### config.mk
export PLATFORM = sky130hd
export DESIGN_NAME = id_ex_ctrl_pipe
export DESIGN_NICKNAME = d
export VERILOG_FILES = /design/src/rtl/mips_ctrl_pkg.sv /design/src/rtl/hazard_detect.sv /design/src/rtl/id_ex_ctrl_pipe.sv
export SDC_FILE = /design/constraint.sdc
export NUM_CORES = 1
export LEC_CHECK = 0
export ABC_AREA = 1
export BUFFER_PORTS_ARGS = -buffer_cell sky130_fd_sc_hd__buf_2
export CORE_MARGIN = 4
export CORE_UTILIZATION = 30
export CTS_CLUSTER_DIAMETER = 150
export DETAILED_ROUTE_END_ITERATION = 10
export HOLD_SLACK_MARGIN = 0.03
export PLACE_DENSITY_LB_ADDON = 0.05
export SYNTH_ARGS = -nofsm -noshare
export SYNTH_HDL_FRONTEND = slang
export SYNTH_SLANG_ARGS = --single-unit
export TNS_END_PERCENT = 50
### constraint.sdc
create_clock -name clk -period 1.6 [get_ports clk]
set_input_delay 0.16 -clock clk [delete_from_list [all_inputs] [get_ports clk]]
set_output_delay 0.16 -clock clk [all_outputs]
set_load 0.01 [all_outputs]
### src/rtl/mips_ctrl_pkg.sv
// mips_ctrl_pkg: shared decode constants, ALU op encodings, ID/EX FSM state
// encoding and the packed control word carried from ID into EX.
package mips_ctrl_pkg;

  // Primary opcodes of the instructions the decoder understands.
  localparam logic [5:0] OP_R    = 6'h00;
  localparam logic [5:0] OP_ADDI = 6'h08;
  localparam logic [5:0] OP_BEQ  = 6'h04;
  localparam logic [5:0] OP_J    = 6'h02;
  localparam logic [5:0] OP_LW   = 6'h23;
  localparam logic [5:0] OP_SW   = 6'h2B;

  // alu_op encodings seen by the ALU control unit.
  localparam logic [1:0] ALU_ADD   = 2'd0;
  localparam logic [1:0] ALU_SUB   = 2'd1;
  localparam logic [1:0] ALU_RTYPE = 2'd2;

  // ID/EX sequencing: normal flow, one-cycle load-use stall, flush shadow.
  typedef enum logic [1:0] {
    ST_RUN      = 2'd0,
    ST_LU_STALL = 2'd1,
    ST_FLUSH    = 2'd2
  } pipe_state_t;

  typedef struct packed {
    logic [1:0] alu_op;
    logic       reg_dst;
    logic       branch;
    logic       mem_read;
    logic       mem_2_reg;
    logic       mem_write;
    logic       alu_src;
    logic       reg_write;
    logic       jump;
  } ctrl_word_t;

  localparam ctrl_word_t CTRL_NOP = '0;

  // Zero the fields the decoder leaves as don't-care so no X reaches EX.
  // The conditions look at the raw decoder bits on purpose.
  function automatic ctrl_word_t sanitize_ctrl(input ctrl_word_t raw);
    ctrl_word_t w;
    w = raw;
    if (raw.jump) begin
      w.reg_write = 1'b0;
      w.mem_read  = 1'b0;
      w.mem_write = 1'b0;
      w.branch    = 1'b0;
      w.alu_op    = ALU_ADD;
    end
    if (raw.mem_write | raw.branch) begin
      w.reg_dst   = 1'b0;
      w.mem_2_reg = 1'b0;
    end
    return w;
  endfunction

endpackage

### src/rtl/hazard_detect.sv
// hazard_detect: combinational load-use detection between the load sitting
// in EX and the instruction currently in ID, plus the IF/ID hold request.
module hazard_detect
  import mips_ctrl_pkg::*;
#(
  parameter int REG_W = 5
) (
  input  logic             ex_mem_read,
  input  logic [REG_W-1:0] ex_rt,
  input  logic [REG_W-1:0] id_rs,
  input  logic [REG_W-1:0] id_rt,
  input  logic             id_reg_dst,
  input  logic             id_branch,
  input  logic             id_mem_write,
  input  logic             in_run,
  input  logic             flush,
  output logic             lu,
  output logic             stall_if
);

  logic rt_is_source;

  // rt is only read as a source by R-type, branches and stores.
  assign rt_is_source = id_reg_dst | id_branch | id_mem_write;

  // A load into $0 never creates a dependency.
  assign lu = ex_mem_read & (ex_rt != '0) &
              ((ex_rt == id_rs) | ((ex_rt == id_rt) & rt_is_source));

  // A flush kills the ID instruction, so there is nothing to hold for.
  assign stall_if = lu & in_run & ~flush;

endmodule

### src/rtl/id_ex_ctrl_pipe.sv
// id_ex_ctrl_pipe: ID/EX register for the decoded control word and register
// indices. Inserts one bubble per load-use hazard and FLUSH_DEPTH bubbles per
// flush request. Optional saturating cause counters: define ID_EX_STATS_EN.
module id_ex_ctrl_pipe
  import mips_ctrl_pkg::*;
#(
  parameter int REG_W       = 5,
  parameter int FLUSH_DEPTH = 1
`ifdef ID_EX_STATS_EN
  ,
  parameter int CNT_W       = 16
`endif
) (
  input  logic             clk,
  input  logic             arst_n,
  input  logic             enable,
  input  logic [1:0]       id_alu_op,
  input  logic             id_reg_dst,
  input  logic             id_branch,
  input  logic             id_mem_read,
  input  logic             id_mem_2_reg,
  input  logic             id_mem_write,
  input  logic             id_alu_src,
  input  logic             id_reg_write,
  input  logic             id_jump,
  input  logic [REG_W-1:0] id_rs,
  input  logic [REG_W-1:0] id_rt,
  input  logic [REG_W-1:0] id_rd,
  input  logic             flush,
  output logic [1:0]       ex_alu_op,
  output logic             ex_reg_dst,
  output logic             ex_branch,
  output logic             ex_mem_read,
  output logic             ex_mem_2_reg,
  output logic             ex_mem_write,
  output logic             ex_alu_src,
  output logic             ex_reg_write,
  output logic             ex_jump,
  output logic [REG_W-1:0] ex_rs,
  output logic [REG_W-1:0] ex_rt,
  output logic [REG_W-1:0] ex_rd,
  output logic             stall_if,
  output logic             bubble
`ifdef ID_EX_STATS_EN
  ,
  output logic [CNT_W-1:0] stall_cnt,
  output logic [CNT_W-1:0] flush_cnt
`endif
);

  // Bubbles still owed after the flush edge itself (FLUSH_DEPTH is 1..3).
  localparam logic [1:0] FLUSH_LOAD = 2'(FLUSH_DEPTH - 1);

  ctrl_word_t  id_word;
  ctrl_word_t  id_clean;
  ctrl_word_t  ex_word;
  pipe_state_t state;
  logic [1:0]  flush_left;
  logic        lu;
  logic        flush_bubble;
  logic        lu_bubble;

  assign id_word = '{alu_op:    id_alu_op,
                     reg_dst:   id_reg_dst,
                     branch:    id_branch,
                     mem_read:  id_mem_read,
                     mem_2_reg: id_mem_2_reg,
                     mem_write: id_mem_write,
                     alu_src:   id_alu_src,
                     reg_write: id_reg_write,
                     jump:      id_jump};

  assign id_clean = sanitize_ctrl(id_word);

  hazard_detect #(
    .REG_W (REG_W)
  ) u_hazard_detect (
    .ex_mem_read  (ex_word.mem_read),
    .ex_rt        (ex_rt),
    .id_rs        (id_rs),
    .id_rt        (id_rt),
    .id_reg_dst   (id_reg_dst),
    .id_branch    (id_branch),
    .id_mem_write (id_mem_write),
    .in_run       (state == ST_RUN),
    .flush        (flush),
    .lu           (lu),
    .stall_if     (stall_if)
  );

  // The FLUSH cycle whose counter has reached zero is the exit cycle: it
  // captures normally, so a flush costs exactly FLUSH_DEPTH bubbles.
  assign flush_bubble = flush | ((state == ST_FLUSH) & (flush_left != 2'd0));
  assign lu_bubble    = lu & ~flush_bubble;

  // Sequencing FSM together with the registered control word and indices.
  always_ff @(posedge clk or negedge arst_n) begin
    if (!arst_n) begin
      ex_word    <= CTRL_NOP;
      ex_rs      <= '0;
      ex_rt      <= '0;
      ex_rd      <= '0;
      bubble     <= 1'b1;
      state      <= ST_RUN;
      flush_left <= 2'd0;
    end else if (enable) begin
      if (flush_bubble || lu_bubble) begin
        ex_word <= CTRL_NOP;
        ex_rs   <= '0;
        ex_rt   <= '0;
        ex_rd   <= '0;
        bubble  <= 1'b1;
      end else begin
        ex_word <= id_clean;
        ex_rs   <= id_rs;
        ex_rt   <= id_rt;
        ex_rd   <= id_rd;
        bubble  <= 1'b0;
      end

      if (flush) begin
        state      <= ST_FLUSH;
        flush_left <= FLUSH_LOAD;
      end else begin
        case (state)
          ST_RUN: begin
            if (lu) state <= ST_LU_STALL;
          end
          ST_LU_STALL: begin
            state <= ST_RUN;
          end
          ST_FLUSH: begin
            if (flush_left == 2'd0) state <= ST_RUN;
            else                    flush_left <= flush_left - 2'd1;
          end
          default: begin
            state <= ST_RUN;
          end
        endcase
      end
    end
  end

  assign ex_alu_op    = ex_word.alu_op;
  assign ex_reg_dst   = ex_word.reg_dst;
  assign ex_branch    = ex_word.branch;
  assign ex_mem_read  = ex_word.mem_read;
  assign ex_mem_2_reg = ex_word.mem_2_reg;
  assign ex_mem_write = ex_word.mem_write;
  assign ex_alu_src   = ex_word.alu_src;
  assign ex_reg_write = ex_word.reg_write;
  assign ex_jump      = ex_word.jump;

`ifdef ID_EX_STATS_EN
  // Saturating per-cause bubble counters; only enabled cycles count.
  always_ff @(posedge clk or negedge arst_n) begin
    if (!arst_n) begin
      stall_cnt <= '0;
      flush_cnt <= '0;
    end else if (enable) begin
      if (lu_bubble && (stall_cnt != {CNT_W{1'b1}})) stall_cnt <= stall_cnt + CNT_W'(1);
      if (flush_bubble && (flush_cnt != {CNT_W{1'b1}})) flush_cnt <= flush_cnt + CNT_W'(1);
    end
  end
`endif

endmodule

# --- Word-level counts from Yosys, hierarchy flattened ---
# Cells that the tools add are included.
# Widths: inputs -> output; s select.
op_classes:
  n_addsub: 1
  multipliers: 0
  n_div: 0
  n_lt_le_gt_ge: 0
  n_eq_ne: 6
  n_shift: 0
  mux: 18
  bitwise: 14
  reduce_logical: 8
ops:
  columns: ["operator", "count"]
  rows:
  - ["$mux 2", 8]
  - ["$mux 5", 3]
  - ["$eq 5x5->1", 2]
  - ["$mux 10", 1]
  - ["$and 1x1->1", 7]
  - ["$reduce_and 3->1", 2]
  - ["$mux 1", 5]
  - ["$or 1x1->1", 5]
  - ["$reduce_bool 5->1", 1]
  - ["$logic_not 2->1", 2]
  - ["$pmux 2 s2", 1]
  - ["$reduce_bool 2->1", 2]
  - ["$ne 3x2->1 const B", 1]
  - ["$ne 3x3->1 const B", 1]
  - ["$eq 2x2->1 const B", 1]
  - ["$ne 2x2->1 const B", 1]
  - ["$not 1->1", 2]
  - ["$sub 2x1->2 const B", 1]
  - ["$logic_or 1x1->1", 1]
word_totals:
  regBits: 30
  latch_bits: 0
  mem_bits_rw: 0
  romBits: 0
  out_inout_bits: 27
  elab_cells: 62
  n_memories: 0

# --- Depth between registers and ports, before layout ---
# Gate-level depths: netlist of run 1.
depth:
  word_depth: 8
  mapped_depth: 11
  ltp_nobuf: 11

# --- Modules after synthesis ---
# From an unflattened synthesis of run 1, not the netlist that was laid out.
hier_totals:
  cells_unflattened: 272
  hier_area_um2: 1870.5
by_module_without_submodules:
  columns: ["mod", "instances", "cells_each", "area_per_inst_um2", "seq_area_each_um2"]
  rows:
  - ["id_ex_ctrl_pipe", 1, 209, 1619.1, 752.0]
  - ["hazard_detect", 1, 63, 251.5, 0.0]

# --- Worst setup path before layout of run 1 ---
# No wires, ideal clock.
synth_path:
  path_type: "reg-to-reg"
  from: "register flush_left[0]"
  to: "register ex_word (netlist bit ex_mem_2_reg)"
  setup_ps: 66
  arrival_time_ps: 1285
  required_time_ps: 1534
  path_slack_ps: 249
  stages_incl_launch_ff: 8
  path_buffers: 1
  cell_sequence: "dfrtp_1 > inv_1 > ha_1 > inv_1 > a21oi_1 > buf_2 > nand4_1 > nand2_1"
synth_via:
  elab_chain_cells: 7
synth_lines:
  columns: ["element", "line", "rtl"]
  rows:
  - ["start, declared", "id_ex_ctrl_pipe.sv:58", "logic [1:0] flush_left;"]
  - ["start signal, assigned", "id_ex_ctrl_pipe.sv:134", "else flush_left <= flush_left - 2'd1;"]
  - ["$reduce_bool 2->1 (*)", "id_ex_ctrl_pipe.sv:93", "assign flush_bubble = flush | ((state == ST_FLUSH) & (flush_left != 2'd0));"]
  - ["$and 1x1->1 (*)", "id_ex_ctrl_pipe.sv:93", null]
  - ["$or 1x1->1 (*)", "id_ex_ctrl_pipe.sv:93", null]
  - ["$not 1->1", "id_ex_ctrl_pipe.sv:94", "assign lu_bubble = lu & ~flush_bubble;"]
  - ["$and 1x1->1", "id_ex_ctrl_pipe.sv:94", null]
  - ["$logic_or 1x1->1 (*)", "id_ex_ctrl_pipe.sv:107", "if (flush_bubble || lu_bubble) begin"]
  - ["$mux 10 (*)", "id_ex_ctrl_pipe.sv:107", null]
  - ["end signal, assigned", "id_ex_ctrl_pipe.sv:114", "ex_word <= id_clean;"]
  - ["end, declared", "id_ex_ctrl_pipe.sv:56", "ctrl_word_t ex_word;"]
# Mark *: on every way between the ends. The rest lies on a longest branch, timed or not.
# A chain may end at the register's enable or synchronous reset.

# --- Final worst setup path of run 1 ---
layout_path:
  from: "register ex_rt[0]"
  to: "output stall_if"
layout_via:
  elab_chain_cells: 6
  elab_cells_between_ends: 9
layout_lines:
  columns: ["element", "line", "rtl"]
  rows:
  - ["start, declared", "id_ex_ctrl_pipe.sv:40", "output logic [REG_W-1:0] ex_rt,"]
  - ["start signal, assigned", "id_ex_ctrl_pipe.sv:116", "ex_rt <= id_rt;"]
  - ["$eq 5x5->1", "hazard_detect.sv:28", "((ex_rt == id_rs) | ((ex_rt == id_rt) & rt_is_source));"]
  - ["$and 1x1->1", "hazard_detect.sv:28", null]
  - ["$or 1x1->1", "hazard_detect.sv:28", null]
  - ["$and 1x1->1 (*)", "hazard_detect.sv:27", "assign lu = ex_mem_read & (ex_rt != '0) &"]
  - ["$and 1x1->1 (*) (2 in series)", "hazard_detect.sv:31", "assign stall_if = lu & in_run & ~flush;"]
  - ["end, declared", "id_ex_ctrl_pipe.sv:42", "output logic stall_if,"]
# Marks and branches as above.

==> results of run 1 <==
## critical path: cells and delay by family, from the launching register on
kind / cells / cell delay (ns)
buf+inv: 2 / 0.17
flops: 1 / 0.42
simple gates: 7 / 0.57
## how the worst min path moves through the flow
| stage | end | cells after the start | from | slack [ns] |
|---|---|---|---|---|
| 2_1_floorplan | ex_alu_op[0] | 0 | arst_n | -0.14 |
| 6_report | ex_rd[1] | 3 | id_rd[1] | 0.12 |
| 3_3_place_gp | ex_rs[1] | 2 | arst_n | 0.21 |
| 3_5_place_dp | ex_rs[0] | 2 | arst_n | 0.21 |
| 4_1_cts | ex_rd[1] | 3 | id_rd[1] | 0.11 |
| 5_1_grt | ex_rd[1] | 3 | id_rd[1] | 0.11 |
## power by group
part	internal [mW]	switching, mW
logic	0.193	0.292
registers	0.837	0.0480
clock network	0.347	0.288
total	1.38	0.628
## per-layer routing
metal / global-route usage / vias up
met5: 0 / -
met4: 0.0405 / 0
met3: 0.0415 / 5
met2: 0.231 / 31
met1: 0.184 / 707
li1: - / 759
## per-stage QoR
step	setup WS (ns)	hold WS, ns	utilization	total power, mW	TNS (ns)
final	-0.00556	0.120	0.414	2.01	-0.00556
after floorplan	0.249	-0.136	-	1.17	0
after global routing	-0.134	0.113	0.414	2.14	-0.362
after CTS	-0.0206	0.113	0.403	2.01	-0.0206
after detailed placement	0.0811	0.205	0.378	1.35	0
after global placement	0.101	0.211	0.378	1.35	0
## placed cells by master, fill, tap and decap left out, types with 2 or more instances in the layout
| master | instances |
|---|---|
| nand3_1 | 4 |
| o21ai_2 | 7 |
| dfrtp_1 | 28 |
| nand4_1 | 10 |
| clkbuf_8 | 6 |
| buf_2 | 54 |
| inv_1 | 21 |
| o22ai_2 | 4 |
| buf_4 | 6 |
| nor2_2 | 3 |
| buf_6 | 2 |
| o21ai_1 | 3 |
| nor2_4 | 2 |
| nor2_1 | 10 |
| nand2_1 | 77 |
| nand2_2 | 5 |
| inv_2 | 6 |
| nand2_4 | 2 |
| o21ai_0 | 5 |
## layout make-up
cell class | count | area [µm²]
Multi-Input combinational cell | 139 | 733
Timing Repair Buffer | 63 | 348
Clock inverter | 1 | 5.00
Fill cell | 556 | 2990
Clock buffer | 7 | 86.3
Tap cell | 70 | 87.6
Sequential cell | 30 | 753
Inverter | 27 | 101
## kinds of logic after synthesis
| family | Yosys count | synth area share |
|---|---|---|
| adder cells (fa/ha/maj) | 1 | 0.00790 |
| XOR/XNOR | 1 | 0.00553 |
| AND/OR/NAND/NOR | 114 | 0.303 |
| AO/OA/AOI/OAI | 22 | 0.110 |
| flip-flops | 30 | 0.475 |
| buffers and inverters | 35 | 0.0995 |
## timing repair
item / CTS / global route
hold endpoints to repair: 29 / 0
cloned: 0 / 1
pin swaps: 4 / 9
hold buffers: 1 / 0
gates resized for setup: 4 / 15
buffers inserted: 1 / 1
endpoints found under the setup margin: 1 / 22
==> run metrics, run 1 <==
Final Non-Filler Cells between 300 and 400; final hold vios 0; sequential fraction of the synthesis area 0.475; initial antenna violation count 0; CTS tree yes; Largest stage delay, worst path 0.42 ns; Worst Reg2Reg Path Length in Cells 10; Netlist cell types 25; area leader, netlist dfrtp_1; Crit Path Max Fanout 5; via/cell ratio 4.46; failing checks setup timing; placed inst area around 1900 µm²; die height 80.7 µm; R2R Path End ex_rt[4]; MaxCap Viol Count 0; RePlAce Congestion 0.815; fmax 623 MHz; Initial Util 0.310; CP startpoint kind flop; design area 2110 µm²; WL per Instance 12.8 µm; vias in the first global route 1466; metal2 WL about 2000 µm; skew final 0.00997 ns; PwrDens 948 nW/µm²; largest net degree at the start of global routing 31; P_leak 1.20 nW; I/O pins 56; Rel. slew slack 0.730; DR iter-0 viols 34; status finished, violations left; WS Path Type reg2out; Max Used Layer met4; Post-synth EDFFs 0; DRC viols 0; final worst slack -0.00556 ns; Worst IR Drop VDD 0.414 mV; total gr overflow 0; area grow syn2layout 33.5%; die area 6510 µm²; ANT nets after route 0; Syn Nets 233; routed wire length roughly 4300 µm; share of layout cells above drive strength 1 0.386; Num CTS Buffers 5; Synth top area share 0.458; worst reg2reg setup slack 0.15 ns; DR vias 1502; # placed instances 325; clock-pin slew on the worst setup and hold paths 0.07 ns; clock period minus worst slack between 1.5 and 2 ns; Placement Rows 26; clock network latency to the later pin of the worst-skew pair 0.28 ns; RR Startpoint ex_rt[0]; Yosys Warn Count 0; CORE AREA 5110 µm²; TritonCTS Sinks 30; CP cell instances inv_2 -> nand2_1 -> nand2_1 -> nor2_2 -> nand3_2 -> nand2_2 -> nand2_4 -> nor2_4 -> buf_6; antenna diode count 0; count leader, synth nand2_1; Worst Tran Pin Value 0.403 ns; Final setup viols 1; met3 wire length 251 µm; largest cells by area after synthesis dfrtp_1, nand2_1, inv_1, nand4_1, nor2_1; CTS H-Tree Depth 2; top post-synthesis cells by count nand2_1, dfrtp_1, inv_1, nor2_1, nand4_1; Pre-antenna DRT Iters 4; hpwl dp 3010 µm; Slowest-stage cell, CP dfrtp_1; CP endpoint kind primary output; first-pass GRT wire length 7040 µm; Total GRT Usage 0.143; CP Data Required Time 1.44 ns; Hold Path Class in2reg; Mapped Cells 203; FF+latch count, synth 30; post-route clock period utilization 1.00; metal1 wirelength 1960 µm; Arr. time, crit path 1.45 ns; end point of the critical path stall_if; biggest regs ex_rd: 5 flops, ex_rs: 5 flops, ex_rt: 5 flops; Slew Limit Fails 0; most frequent CP cell nand2_1; clock root buffer clkbuf_8; CTS max path bufs 2; average cell area after synthesis 7.80 µm²; Mapped Area 1580 µm²; nets@finish 296; Buffers on Ports 55; Worst Setup SP ex_rt[0]; Synth async-reset ratio 1.00; Top FF cell, synth dfrtp_1; Die Wd 80.7 µm; RSZ-0062 raised after global routing true
Note: power is estimated with default switching activity, not from simulation.
==> run 2, diff against run 1 <==
--- a/config.mk
+++ b/config.mk
@@ -8,7 +8,7 @@
 export ABC_AREA = 1
 export BUFFER_PORTS_ARGS = -buffer_cell sky130_fd_sc_hd__buf_2
 export CORE_MARGIN = 4
-export CORE_UTILIZATION = 30
+export CORE_UTILIZATION = 35
 export CTS_CLUSTER_DIAMETER = 150
 export DETAILED_ROUTE_END_ITERATION = 10
 export HOLD_SLACK_MARGIN = 0.03
==> run 2 against run 1 <==
- sequential share of layout area is 0.40 points higher
- global-route usage is 1.3 points higher
- wire length is 8.2% lower
- non-clock buffer count is 1 higher
- setup slack worse by 0.031 ns
- the flow still finishes with violations (setup timing)
- register-to-register slack worse by 0.04 ns
- largest cell class unchanged
- sequential cell count stayed put
- total power is 2.6% lower
- highest routed layer unchanged
- critical endpoint unchanged
- die area is 13% lower
==> run metrics, run 2 (same netlist as run 1, synthesis figures left out) <==
total gr overflow 0 (unchanged); first-pass GRT wire length 6590 µm (-6.5%); PwrDens 932 nW/µm² (-1.7%); die area 5670 µm² (-13%); P_leak 1.19 nW (-1.1%); RePlAce Congestion 0.769 (-5.7%); Pre-antenna DRT Iters 4 (unchanged); WL per Instance 12.4 µm (-3.1%); CTS H-Tree Depth 2 (unchanged); CP startpoint kind flop; CTS max path bufs 2 (unchanged); share of layout cells above drive strength 1 0.371 (-0.0150); WS Path Type reg2out; sw power 0.617 mW (-1.8%); Combinational Power Share 0.244 (+0.002); RR Startpoint ex_rt[2]; final hold vios 0 (unchanged); clock root buffer clkbuf_8; TritonCTS Sinks 30 (unchanged); Placement Rows 24 (-7.7%); post-route clock period utilization 1.02 (+0.0191); net switching fraction of the power 0.316 (+0.00252); failing checks setup timing; Crit Path Max Fanout 4 (-1); skew final 0.00931 ns (-0.000664 ns); fmax 611 MHz (-1.9%); antenna diode count 0 (unchanged); DR vias 1482 (-1.3%); ANT nets after route 0 (unchanged); Power Total 1.95 mW (-2.6%); Int Pwr 1.34 mW (-3.0%); Final setup viols 1 (unchanged); clock network latency to the later pin of the worst-skew pair 0.28 ns (about the same); initial antenna violation count 0 (unchanged); clock period minus worst slack 1.64 ns (+0.0305 ns); hold_sp id_rd[1]; Hold WS 0.121 ns (+0.00113 ns); commonest non-fill, non-tap cell in the layout nand2_1; nets@finish 296 (unchanged); RSZ-0062 raised after global routing true; Worst Setup SP ex_rt[3]; Worst IR Drop VDD 0.508 mV (+23%); Hold Path Class in2reg; CP Data Required Time 1.44 ns (about the same); CORE AREA 4350 µm² (-15%); DR iter-0 viols 44 (+29%); final worst slack -0.0361 ns (-0.0305 ns); MaxCap Viol Count 0 (unchanged); status finished, violations left; clock-pin slew on the worst setup and hold paths 0.06 ns (about the same); clock share of power 0.303 (-0.014); Initial Util 0.364 (+0.0537); DRC viols 0 (unchanged); CP endpoint kind primary output; die height 75.3 µm (-6.7%); most frequent cells in the layout nand2_1, buf_2, dfrtp_1, inv_1, nor2_1; Num CTS Buffers 5 (unchanged); I/O pins 56 (unchanged); vias in the first global route 1439 (-1.8%); FILL cells 455 (-18%); Worst Tran Pin Value 0.393 ns (-0.0107 ns); via/cell ratio 4.65 (+4.2%); hpwl dp 2860 µm (-5.3%); Rel. slew slack 0.738 (+0.00813); Die Wd 75.3 µm (-6.7%); Sequential Power Share 0.453 (+0.011); largest net degree at the start of global routing 27 (-13%); Total GRT Usage 0.156 (+0.0133); biggest regs ex_rd: 5 flops, ex_rs: 5 flops, ex_rt: 5 flops; CTS tree yes; Slew Limit Fails 0 (unchanged); Arr. time, crit path 1.48 ns (+0.03 ns); Buffers on Ports 55 (unchanged); routed wire length 3960 µm (-8.2%); area grow syn2layout 32.2%; Layout Utilization 0.481 (+0.0670)
-- run 2: cell count changes in the layout (fill, tap and decap cells not counted), sizes merged --
| cell | delta |
|---|---|
| buf | +1 |
| clkbuf | -1 |
| clkinv | +1 |
| nand2 | -1 |
-- run 2: worst max-delay path, cell delays in order (launching register included) --
cell     delay [ns]
dfrtp_1        0.39
inv_2          0.08
nand2_1        0.06
nand2_1        0.06
nor2_2         0.10
nand3_1        0.09
nand2_2        0.12
nand2_8        0.07
nor2_4         0.13
buf_6          0.11
-- run 2: layer usage --
| layer | GRT usage | wire [µm] |
|---|---|---|
| met1 | 0.203 | 1770 |
| met2 | 0.243 | 1800 |
| met3 | 0.0387 | 308 |
| met4 | 0.0757 | 74 |
| met5 | 0 | 0 |
-- run 2: layout make-up --
class	instances	area (µm²)	area share
sequential	30	754	0.360
multi-input combinational	138	707	0.338
timing repair buffer	64	384	0.183
inverter	27	101	0.0484
clock buffer	6	72.6	0.0346
tap	52	65.1	0.0311
clock inverter	2	10.0	0.00478
-- run 2: final timing paths --
| path | slack [ns] | depth (start not counted) | endpoint |
|---|---|---|---|
| worst min-delay path | 0.12 | 3 | ex_rd[1] |
| worst max register to register | 0.11 | 9 | ex_mem_read |
| worst min register to register | 0.48 | 2 | ex_rs[3] |
| worst max-delay path | -0.04 | 9 | stall_if |
| min in group asynchronous | 0.33 | 2 | ex_rs[2] |
| max in group asynchronous | 0.78 | 3 | bubble |
-- run 2: what timing repair did --
action	CTS	global route
endpoints found under the hold margin	15	0
buffers inserted	2	2
hold buffers	1	0
setup endpoints to repair	1	19
resized for setup	6	8
pin swaps	2	7
-- run 2: through the flow --
step / cells / cell area [µm²] / setup TNS, ns / setup slack [ns]
final: 319 / 2090 / -0.0361 / -0.0361
after floorplan: 203 / 1580 / 0 / 0.249
after global placement: 306 / 1920 / 0 / 0.0995
after detailed placement: 306 / 1920 / 0 / 0.0910
after CTS: 317 / 2060 / -0.0569 / -0.0569
after global routing: 319 / 2090 / -0.157 / -0.152
-- run 2: power by group through the flow --
stage,Clock [mW],Sequential [mW],Combinational [mW]
after floorplan,0,0.925,0.248
after global placement,0,0.897,0.455
after detailed placement,0,0.898,0.456
after CTS,0.614,0.885,0.475
after global routing,0.641,0.895,0.541
final,0.591,0.885,0.476
==> run 3, diff against run 2 <==
--- a/config.mk
+++ b/config.mk
@@ -15,5 +15,6 @@
 export PLACE_DENSITY_LB_ADDON = 0.05
 export SYNTH_ARGS = -nofsm -noshare
 export SYNTH_HDL_FRONTEND = slang
+export SYNTH_HIERARCHICAL = 1
 export SYNTH_SLANG_ARGS = --single-unit
 export TNS_END_PERCENT = 50
==> run 3 against run 2 <==
- the flow still finishes with violations (setup timing)
- non-clock buffer count is 4 higher
- worst hold slack improved by 0.067 ns
- die area up 16%
- total power rose by 23%
- clock-buffer cell count is 2 higher
- sequential share of layout area fell by 4.3 points
- critical path type unchanged
- critical endpoint unchanged
- largest cell class is now multi-input gates
==> run metrics, run 3 <==
DR vias 1824 (+23%); final worst slack -0.0434 ns (-0.00730 ns); Arr. time, crit path 1.48 ns (about the same); Buffers on Ports 55 (unchanged); FILL cells 578 (+27%); Die Wd 81.1 µm (+7.7%); Syn Nets 302 (+30%); area grow syn2layout 27.4%; Netlist cell types 23 (-8.0%); xor and xnor area share after synthesis 0.00468 (-0.000847); ANT nets after route 0 (unchanged); Num CTS Buffers 5 (unchanged); hpwl dp 3520 µm (+23%); CP endpoint kind primary output; failing checks setup timing; TritonCTS Sinks 30 (unchanged); CP Data Required Time 1.44 ns (about the same); CP startpoint kind flop; skew final 0.00688 ns (-0.00243 ns); DRC viols 0 (unchanged); top post-synthesis cells by count nand2_1, inv_1, dfrtp_1, nand4_1, nor2_1; CTS tree yes; largest net degree at the start of global routing 28 (+3.7%); Post-synth EDFFs 0 (unchanged); clock period minus worst slack 1.64 ns (+0.00730 ns); PwrDens 1010 nW/µm² (+7.9%); CTS max path bufs 2 (unchanged); DR iter-0 viols 101 (+130%); die area 6580 µm² (+16%); Mapped Cells 272 (+34%); antenna diode count 0 (unchanged); WL per Instance 12.1 µm (-2.6%); most frequent cells in the layout nand2_1, buf_2, inv_1, dfrtp_1, nand4_1; vias in the first global route 1562 (+8.5%); nets@finish 365 (+23%); via/cell ratio 4.49 (-3.3%); mux cell area share after synthesis 0 (unchanged); Synth top area share 0.388 (-0.0702); area of the multi-input gates 816 µm² (+15%); Post-Synth Adder-Cell Area 0.00669 (-0.00121); Largest stage delay, worst path 0.44 ns (+0.05 ns); Slowest-stage cell, CP dfrtp_2; Layout Utilization 0.464 (-0.0173); I/O pins 56 (unchanged); total gr overflow 0 (unchanged); design area 2380 µm² (+14%); largest family of logic cells by synthesized area simple AND/OR/NAND/NOR gates; CP delay by family, top simple AND/OR/NAND/NOR gates; fmax 609 MHz (-0.44%); clock root buffer clkbuf_8; Initial Util 0.364 (about the same); count leader, synth nand2_1; CTS H-Tree Depth 2 (unchanged); first-pass GRT wire length 7890 µm (+20%); largest cells by area after synthesis dfrtp_1, nand2_1, inv_1, nand4_1, nor2_1; Buf/Inv on CP 2 (unchanged); area leader, netlist dfrtp_1; share of layout cells above drive strength 1 0.286 (-0.0851); pre-CTS setup slack 0.0400 ns (-0.0511 ns); CP cell instances nand2_1 -> nand2_1 -> nor2_1 -> nand3_1 -> nand2_1 -> nand2_2 -> buf_6 -> nor2_4 -> buf_6; P_leak 1.54 nW (+30%); Top FF cell, synth dfrtp_1; Mapped Area 1870 µm² (+18%); MaxCap Viol Count 0 (unchanged); Total GRT Usage 0.156 (+0.000397); RePlAce Congestion 0.725 (-5.7%); Hold Path Class in2reg; FF+latch count, synth 30 (unchanged); Pre-antenna DRT Iters 5 (+1); Fin Setup TNS -0.0434 ns (-0.00730 ns); CORE AREA 5140 µm² (+18%); Crit Path Max Fanout 5 (+1); die height 81.1 µm (+7.7%); clock network latency to the later pin of the worst-skew pair 0.28 ns (about the same); Synth async-reset ratio 1.00 (unchanged); Synth Area in Compound Gates 0.00468 (-0.105); commonest non-fill, non-tap cell in the layout nand2_1; biggest regs ex_rd: 5 flops, ex_rs: 5 flops, ex_rt: 5 flops; Worst Tran Pin Value 0.508 ns (+0.116 ns); status finished, violations left; average cell area after synthesis 6.88 µm² (-12%); clock-pin slew on the worst setup and hold paths 0.07 ns (about the same); most frequent CP cell nand2_1; RSZ-0062 raised after global routing true; sequential fraction of the synthesis area 0.402 (-0.0727); WS Path Type reg2out; post-route clock period utilization 1.03 (+0.00456); Placement Rows 26 (+8.3%); simple-gate portion of the synthesized area 0.411 (+0.108); Slew Limit Fails 0 (unchanged); routed wire length 4910 µm (+24%); area occupied by registers 756 µm² (+0.17%); Rel. slew slack 0.661 (-0.0776); placed inst area 2210 µm² (+15%); Final setup viols 1 (unchanged); initial antenna violation count 0 (unchanged); Worst IR Drop VDD 0.590 mV (+16%); Yosys Warn Count 6 (+6); final hold vios 0 (unchanged)
==> run 3: changes by cell type after synthesis, moves of 4 or more <==
cell     delta
inv_1      +23
nor2_1      +4
o21ai_0     -8
o21ai_2     -5
nand4_1    +15
nand2_1    +38
o22ai_2     -4
==> run 3: worst min-delay path, delay by kind of cell <==
kind	cells	cell delay [ns]
simple gates	2	0.11
buf+inv	1	0.16
==> run 3: metrics by stage <==
step	power [mW]	hold slack [ns]	instances
finish	2.40	0.188	406
global placement	1.68	0.119	395
floorplan	1.47	-0.136	272
detailed placement	1.68	0.113	395
CTS	2.44	0.178	406
global route	2.57	0.207	406
==> run 3: kinds of logic (layout without fill, tap and decap cells) <==
family / Yosys count / count (layout)
DFF: 30 / 30
AOI/OAI and AO/OA: 1 / 1
xor gates and xnor gates: 1 / 1
buffers and inverters: 62 / 126
adders and majority gates: 1 / 1
and+or+nand+nor: 177 / 177
==> run 3: routing by layer <==
layer / global-route usage / vias up / wire (µm)
li1: - / 947 / -
met1: 0.225 / 834 / 2380
met2: 0.241 / 41 / 2250
met3: 0.0333 / 2 / 252
met4: 0.0355 / 0 / 23
met5: 0 / - / 0
==> run 3: where the power goes <==
group / switching [mW] / internal, mW / leakage (nW)
logic: 0.443 / 0.278 / 1.09
clock network: 0.281 / 0.434 / 0.0575
registers: 0.0844 / 0.877 / 0.392
==> run 3: path summary, 6_finish.rpt <==
check	endpoint	startpoint	slack [ns]	depth (start not counted)
worst max-delay path	stall_if	ex_rt[3]	-0.04	9
worst min-delay path	state[1]	flush	0.19	3
worst max register to register	state[0]	ex_rt[3]	0.08	13
worst min register to register	bubble	bubble	0.47	2
max in group asynchronous	bubble	arst_n	0.77	3
min in group asynchronous	ex_rt[4]	arst_n	0.34	2
==> run 3: timing repair <==
action	4_1_cts	5_1_grt
hold buffers	1	0
gates cloned	0	0
buffers inserted	2	0
pin swaps	6	4
setup endpoints to repair	1	29
resized for setup	6	7
hold endpoints to repair	15	0
==> run 3: layout make-up <==
| cell class | count | area share |
|---|---|---|
| tap | 70 | 0.0367 |
| inverter | 50 | 0.0787 |
| multi-input combinational | 180 | 0.342 |
| sequential | 30 | 0.317 |
| timing repair buffer | 68 | 0.179 |
| clock buffer | 8 | 0.0462 |
